--- src/rtl/acker_pwm_multi.sv ---
`default_nettype none
// ============================================================================
//  Module   : acker_pwm_multi
//  Brief    : Multi-channel PWM generator sharing one prescaled period
//             counter. Duty writes land in shadow registers and are copied
//             into the active set together at the period boundary.
//  Revision : 1.0 - initial release
// ============================================================================
module acker_pwm_multi #(
   parameter int WIDTH      = 8,
   parameter int CHANNELS   = 4,
   parameter int CH_W       = 2,
   parameter int PRESCALE_W = 8
) (
   input  logic                  clock,
   input  logic                  reset,
   input  logic [PRESCALE_W-1:0] prescale,
   input  logic [CHANNELS-1:0]   power,
   input  logic                  wr_valid,
   output logic                  wr_ready,
   input  logic [CH_W-1:0]       wr_channel,
   input  logic [WIDTH-1:0]      wr_duty,
   output logic [CHANNELS-1:0]   pending,
   output logic                  period_end,
   output logic [CHANNELS-1:0]   analogOutput
);

   logic [PRESCALE_W-1:0]              pdiv_q, pdiv_d;
   logic [WIDTH-1:0]                   count_q, count_d;
   logic [CHANNELS-1:0][WIDTH-1:0]     shadow_q, shadow_d;
   logic [CHANNELS-1:0][WIDTH-1:0]     active_q, active_d;
   logic [CHANNELS-1:0]                pending_q, pending_d;
   logic [CHANNELS-1:0]                out_q, out_d;
   logic                               period_end_q;

   logic w_tick;
   logic w_load;
   logic w_wr_fire;

   // Prescaler and period counter; '>=' lets a lowered prescale act at once.
   always_comb begin
      w_tick  = (pdiv_q >= prescale);
      w_load  = w_tick && (count_q == {WIDTH{1'b1}});
      pdiv_d  = w_tick ? '0 : pdiv_q + 1'b1;
      count_d = w_tick ? count_q + 1'b1 : count_q;
   end

   // Writes are refused in the load cycle and while reset is held.
   assign wr_ready  = reset & ~w_load;
   assign w_wr_fire = wr_valid & wr_ready;

   // Per-channel shadow/active bookkeeping and the output compare.
   // An out-of-range channel index matches no channel and is dropped.
   always_comb begin
      shadow_d  = shadow_q;
      active_d  = active_q;
      pending_d = pending_q;
      out_d     = '0;
      for (int i = 0; i < CHANNELS; i++) begin
         if (w_load) begin
            if (pending_q[i]) begin
               active_d[i] = shadow_q[i];
            end
            pending_d[i] = 1'b0;
         end else if (w_wr_fire && (wr_channel == CH_W'(i))) begin
            shadow_d[i]  = wr_duty;
            pending_d[i] = 1'b1;
         end
         out_d[i] = (active_q[i] > count_q) & power[i];
      end
   end

   // State register; reset clears everything including un-loaded shadows.
   always_ff @(posedge clock or negedge reset) begin
      if (!reset) begin
         pdiv_q       <= '0;
         count_q      <= '0;
         shadow_q     <= '0;
         active_q     <= '0;
         pending_q    <= '0;
         out_q        <= '0;
         period_end_q <= 1'b0;
      end else begin
         pdiv_q       <= pdiv_d;
         count_q      <= count_d;
         shadow_q     <= shadow_d;
         active_q     <= active_d;
         pending_q    <= pending_d;
         out_q        <= out_d;
         period_end_q <= w_load;
      end
   end

   assign pending      = pending_q;
   assign period_end   = period_end_q;
   assign analogOutput = out_q;

endmodule
`default_nettype wire

--- config.mk ---
export PLATFORM = sky130hd
export DESIGN_NAME = acker_pwm_multi
export DESIGN_NICKNAME = d
export VERILOG_FILES = /design/src/rtl/acker_pwm_multi.sv
export SDC_FILE = /design/constraint.sdc
export NUM_CORES = 1
export LEC_CHECK = 0
export CORE_ASPECT_RATIO = 0.6
export CORE_UTILIZATION = 32
export CTS_BUF_LIST = sky130_fd_sc_hd__clkbuf_16
export DETAILED_ROUTE_END_ITERATION = 8
export SYNTH_ARGS = -nofsm -noshare
export SYNTH_HDL_FRONTEND = slang
export SYNTH_SLANG_ARGS = --single-unit
--- constraint.sdc ---
create_clock -name clock -period 4.9 [get_ports clock]
set_input_delay 0.98 -clock clock [delete_from_list [all_inputs] [get_ports clock]]
set_output_delay 0.98 -clock clock [all_outputs]
set_load 0.01 [all_outputs]
==> results.json, run 1 <==
{
  "drt_iter0_markers": 49,
  "worstSkewPairLatency_ns": 0.34,
  "setup_viol": 0,
  "worst_ep_arrival_time_ns": 3.31,
  "reg2reg_depth": 7,
  "io_buffers": 34,
  "path_clk_slew_ns": 0.06,
  "max_stage_delay_ns": 0.53,
  "initial_core_util_pct": 33.75,
  "synth.cell_area_sq_um": 4446,
  "cts_setup_buffers": 0,
  "avgSynthCellArea_sq_um": 13.19,
  "nNetsFinal": 449,
  "synth_seq_cells": 89,
  "fmax_mhz": 233.0,
  "setup_ws_ns": 0.6074,
  "crit_slowest_cell": "clkdlybuf4s50_1",
  "drc": 0,
  "place.gp.congestion": 0.7740,
  "hold_violations": 0,
  "cts_tree": "yes",
  "relSlewSlack_pct": 31.73,
  "firstDrtPassIters": 4,
  "pin_count": 35,
  "dp_hpwl_um": 6633,
  "drv_cap": 0,
  "cts_made_buffers": 9,
  "die_h_um": 93.30,
  "drive_above_1_share_pct": 24.03,
  "wl_per_cell_um": 15.66,
  "h-tree-depth": 3,
  "wl_um": 8721,
  "synth_cells": 337,
  "run_status": "finished, final reports clean",
  "internal-power_mw": 1.423,
  "totalNegativeSetupSlack_ns": 0,
  "worst-path-max-fanout": 3,
  "ys.flop_type": "dfrtp_1",
  "clockBufferDepth": 2,
  "min_period_over_period_pct": 87.60,
  "grt_pass1_wl_um": 14610,
  "synth_cell_types": 38,
  "p_leak_nw": 2.489,
  "clock-sinks": 89,
  "hold_class": "input pin to async pin",
  "ant_nets": 0,
  "rows": 32,
  "nFillCells": 1233,
  "switching_share_pct": 29.59,
  "grt_pass1_vias": 2803,
  "place_inst": 541,
  "critPathKind": "input pin to output pin",
  "overflow": 0,
  "grt_max_degree": 83,
  "antenna_cells": 0,
  "pwr-share-clk_pct": 30.5,
  "cts_hold_buf": 0,
  "cts_resized": 0,
  "clock_skew_ns": 0.007719,
  "p_per_area_nw_per_um2": 384.2,
  "ir_drop_mv": 0.1596,
  "synth_edf_count": 0,
  "vias": 2705,
  "crit_chain": "clkdlybuf4s50_1 > inv_1 > ha_1 > and3_1 > a221oi_2 > or2_2 > and3_1 > clkdlybuf4s50_1",
  "die_area_sq_um": 14380,
  "cts-root-buf": "clkbuf_16",
  "yosys_warnings": 0,
  "fp.coreArea_sq_um": 13170,
  "final_core_util_pct": 39.93,
  "fp.dieW_um": 154.2,
  "viasPerCell": 4.856,
  "antenna_found_initial": 0,
  "stdcell_count": 557,
  "synth-async-reset-ratio_pct": 100.0,
  "power.share.sequential_pct": 46.4,
  "p_sw_uw": 597.9,
  "synth_nets": 404,
  "comb_power_share_pct": 23.1,
  "total_power_mw": 2.021,
  "drv_slew": 0,
  "track_usage_pct": 13.48,
  "pre_cts_ws_ns": 0.6140,
  "worst_pin_slew_ns": 1.024,
  "end_kind": "output pin",
  "finalWorstPathRequiredPeriod_ns": 4.293,
  "synth-seq-area-share_pct": 50.10,
  "rsz0062_at_grt": "no",
  "worstSetupStartpointType": "input pin",
  "required_ns": 3.92,
  "area_delta_synth_final_pct": 18.32
}
==> worst paths after layout <==
path	from	end	slack, ns
setup reg to reg	pdiv_q[0]	shadow_q[26]	2.29
max in group asynchronous	reset	analogOutput[1]	3.19
hold reg to reg	shadow_q[2]	active_q[2]	0.48
hold / removal	reset	pending[1]	0.47
setup / recovery	prescale[7]	wr_ready	0.61
min in group clock	shadow_q[2]	active_q[2]	0.48
==> cells by family after synthesis <==
kind of cell	Yosys count	synth area share, %
mux	64	16.46
flops	89	50.10
simple gates	58	8.753
compound gates	47	8.106
xor+xnor	13	2.561
buf+inv	24	2.195
fa+ha+maj	42	11.82
==> worst max-delay path: cells and delay by family <==
family	cells	cell delay, ns
adders and majority gates	1	0.30
and+or+nand+nor	3	0.58
AOI/OAI and AO/OA	1	0.44
buffers and inverters	3	1.02
==> synthesized netlist by cell type (6+ instances only) <==
| library cell | instances | area (sq um) |
|---|---|---|
| xor2_1 | 6 | 52.55 |
| a21oi_1 | 9 | 45.04 |
| o21a_1 | 11 | 82.58 |
| a21o_1 | 9 | 67.56 |
| xnor2_1 | 7 | 61.31 |
| and3_1 | 6 | 37.54 |
| dfrtp_1 | 89 | 2227 |
| mux2_2 | 57 | 641.9 |
| nor2_1 | 10 | 37.54 |
| inv_1 | 22 | 82.58 |
| ha_1 | 42 | 525.5 |
| nand4_1 | 13 | 81.33 |
==> power by group through the flow <==
stage	Clock, mW	Sequential, mW	Combinational, mW
final	0.616	0.938	0.466
after global routing	0.671	0.957	0.532
after global placement	0	0.948	0.453
after CTS	0.637	0.941	0.474
after detailed placement	0	0.954	0.470
after floorplan	0	0.927	0.332
==> layer usage <==
metal / GRT usage (%) / wire (um)
met5: 0 / 0
met4: 2.750 / 70
met3: 3.939 / 300
met2: 19.05 / 3491
met1: 20.12 / 4859
==> flip-flops by register name, indices dropped and copies added, names as in the netlist <==
register      flops
active_q         32
analogOutput      4
count_q           8
pdiv_q            8
pending           4
period_end        1
shadow_q         32
==> cell usage in the layout (no fill, tap or decap), types with 4 or more instances in the layout <==
cell type / Yosys / layout
xor2_1: 6 / 6
o21a_1: 11 / 11
nor2b_1: 4 / 4
nand2_1: 5 / 5
a21o_1: 9 / 9
mux2_1: 4 / 4
inv_1: 22 / 24
and3_1: 6 / 6
nand4_1: 13 / 13
nand3_1: 5 / 5
a21oi_1: 9 / 9
o21bai_1: 4 / 4
clkbuf_16: 0 / 9
nor2_1: 10 / 10
xnor2_1: 7 / 7
ha_1: 42 / 42
dfrtp_1: 89 / 89
mux2_2: 57 / 57
o21ai_0: 5 / 5
clkdlybuf4s50_1: 0 / 33
==> per-stage QoR <==
stage,hold slack (ns),instance area (sq um)
final,0.4722,5260
after CTS,0.4674,5260
after global routing,0.4648,5260
after floorplan,0.4522,4446
after global placement,0.4617,4996
after detailed placement,0.4690,4996
==> layout make-up <==
| class | instances | area [sq um] | area share (%) |
|---|---|---|---|
| flip-flops and latches | 89 | 2227 | 42.34 |
| clock inverters | 7 | 38.79 | 0.7374 |
| multi-input cells | 224 | 2121 | 40.32 |
| clock buffers | 9 | 225.2 | 4.282 |
| repair buffers | 36 | 352.8 | 6.708 |
| well taps | 170 | 212.7 | 4.044 |
| inverters | 22 | 82.58 | 1.570 |
No activity file was read; power rests on OpenSTA's default activity.
==> inputs of run 2 (changes only) <==
- GPL_ROUTABILITY_DRIVEN: unset -> 0
- SLEW_MARGIN: unset -> 20
==> results.json, run 2 (synthesized netlist as in run 1, its figures left out) <==
{
  "run_status": "finished, final reports clean",
  "cp_top_family": "buffers and inverters",
  "required_ns": 3.92,
  "viasPerCell": 4.874,
  "path_clk_slew_ns": 0.06,
  "fmax_mhz": 233.0,
  "drive_above_1_share_pct": 24.03,
  "drv_cap": 0,
  "grt_pass1_wl_um": 14610,
  "overflow": 0,
  "pin_count": 35,
  "drc": 0,
  "ant_nets": 0,
  "crit_cells": 8,
  "die_h_um": 93.30,
  "worst-path-max-fanout": 3,
  "worstSetupStartpointType": "input pin",
  "track_usage_pct": 13.48,
  "worstSkewPairLatency_ns": 0.33,
  "area_delta_synth_final_pct": 18.41,
  "seq_area_sq_um": 2227,
  "critPathKind": "input pin to output pin",
  "final_common_cell": "dfrtp_1",
  "final_core_util_pct": 39.96,
  "dp_hpwl_um": 6633,
  "ir_drop_mv": 0.1590,
  "die_area_sq_um": 14380,
  "wl_per_cell_um": 15.57,
  "worst_pin_slew_ns": 0.7276,
  "io_buffers": 34,
  "max_stage_delay_ns": 0.53,
  "hold_class": "input pin to async pin",
  "firstDrtPassIters": 4,
  "p_per_area_nw_per_um2": 383.2,
  "reg2reg_depth": 7,
  "cts_setup_buffers": 0,
  "setup_viol": 0,
  "drt_iter0_markers": 43,
  "worst_ep_arrival_time_ns": 3.31,
  "cts_hold_buf": 0,
  "cts_made_buffers": 9,
  "relSlewSlack_pct": 51.49,
  "p_leak_nw": 2.490,
  "antenna_found_initial": 0,
  "totalNegativeSetupSlack_ns": 0,
  "grt_max_degree": 83,
  "clockBufferDepth": 2,
  "final_cell_mix": "dfrtp_1, mux2_2, ha_1, clkdlybuf4s50_1, inv_1",
  "reg_top3": "active_q x32, shadow_q x32",
  "crit_buf_inv": 3,
  "rsz0062_at_grt": "no",
  "clock_skew_ns": 0.007850,
  "multi_input_area_sq_um": 2121,
  "initial_core_util_pct": 33.75,
  "crit_slowest_cell": "clkdlybuf4s50_1",
  "crit_chain": "clkdlybuf4s50_1 > inv_1 > ha_1 > and3_1 > a221oi_2 > or2_2 > and3_1 > clkdlybuf4s50_1",
  "nFillCells": 1234,
  "nNetsFinal": 449,
  "cts_tree": "yes",
  "finalWorstPathRequiredPeriod_ns": 4.293,
  "min_period_over_period_pct": 87.61,
  "wl_um": 8675,
  "vias": 2715,
  "h-tree-depth": 3,
  "cts_resized": 0,
  "antenna_cells": 0,
  "fp.coreArea_sq_um": 13170,
  "end_kind": "output pin",
  "hold_violations": 0,
  "fp.dieW_um": 154.2,
  "grt_pass1_vias": 2803,
  "rows": 32,
  "drv_slew": 0,
  "clock-sinks": 89,
  "cts-root-buf": "clkbuf_16"
}
-- run 2: cell counts in the layout (fill, tap and decap cells not counted) --
Identical to the previous run, type by type.
-- run 2: area by class of cell --
class / count / area share, %
Clock buffer: 9 / 4.279
Clock inverter: 7 / 0.7369
Multi-Input combinational cell: 224 / 40.29
Tap cell: 170 / 4.041
Timing Repair Buffer: 36 / 6.774
Sequential cell: 89 / 42.31
Inverter: 22 / 1.569
-- run 2: power breakdown --
part | internal (mW) | total [mW] | switching [mW]
sequential | 0.845 | 0.938 | 0.0925
clock | 0.338 | 0.613 | 0.275
combinational | 0.240 | 0.466 | 0.226
-- run 2: metal layers --
| metal | vias to the layer above | share of wire (%) | global-route usage, % |
|---|---|---|---|
| met4 | 0 | 0.55 | 2.750 |
| li1 | 1304 | - | - |
| met3 | 6 | 3.3 | 3.939 |
| met2 | 32 | 41 | 19.05 |
| met5 | - | 0 | 0 |
| met1 | 1373 | 55 | 20.12 |
-- run 2: worst reg2reg max path, cell delays in order (launching register included) --
cell and delay [ns]:
dfrtp_1 0.44, inv_1 0.07, ha_1 0.27, nand2b_4 0.15, a2111oi_4 0.51, nor3_4 0.18, nor3_4 0.49, mux2_2 0.39
-- run 2: worst paths after layout --
kind                                  start            to  slack, ns
worst max-delay path            prescale[7]      wr_ready       0.61
worst min-delay path                  reset    pending[1]       0.48
worst max register to register    pdiv_q[0]  shadow_q[26]       2.29
worst min register to register  shadow_q[2]   active_q[2]       0.48
max in group asynchronous             reset   active_q[5]       3.47
min in group clock              shadow_q[2]   active_q[2]       0.48
-- run 2: through the flow --
stage          instance area [sq um]  hold slack [ns]  cells  worst slack (ns)  total power [mW]
2_1_floorplan                   4446           0.4522    337             1.660             1.259
3_3_place_gp                    4996           0.4617    541            0.6428             1.401
3_5_place_dp                    4996           0.4690    541            0.6140             1.423
4_1_cts                         5260           0.4674    557            0.5988             2.051
5_1_grt                         5264           0.4675    557            0.5127             2.160
6_report                        5264           0.4786    557            0.6073             2.017
==> inputs of run 3 (changes only) <==
- CAP_MARGIN: unset -> 20
- SETUP_SLACK_MARGIN: unset -> 0.1
==> results of run 3 <==
The final DEF is identical to that of run 2; final timing and power are the same.
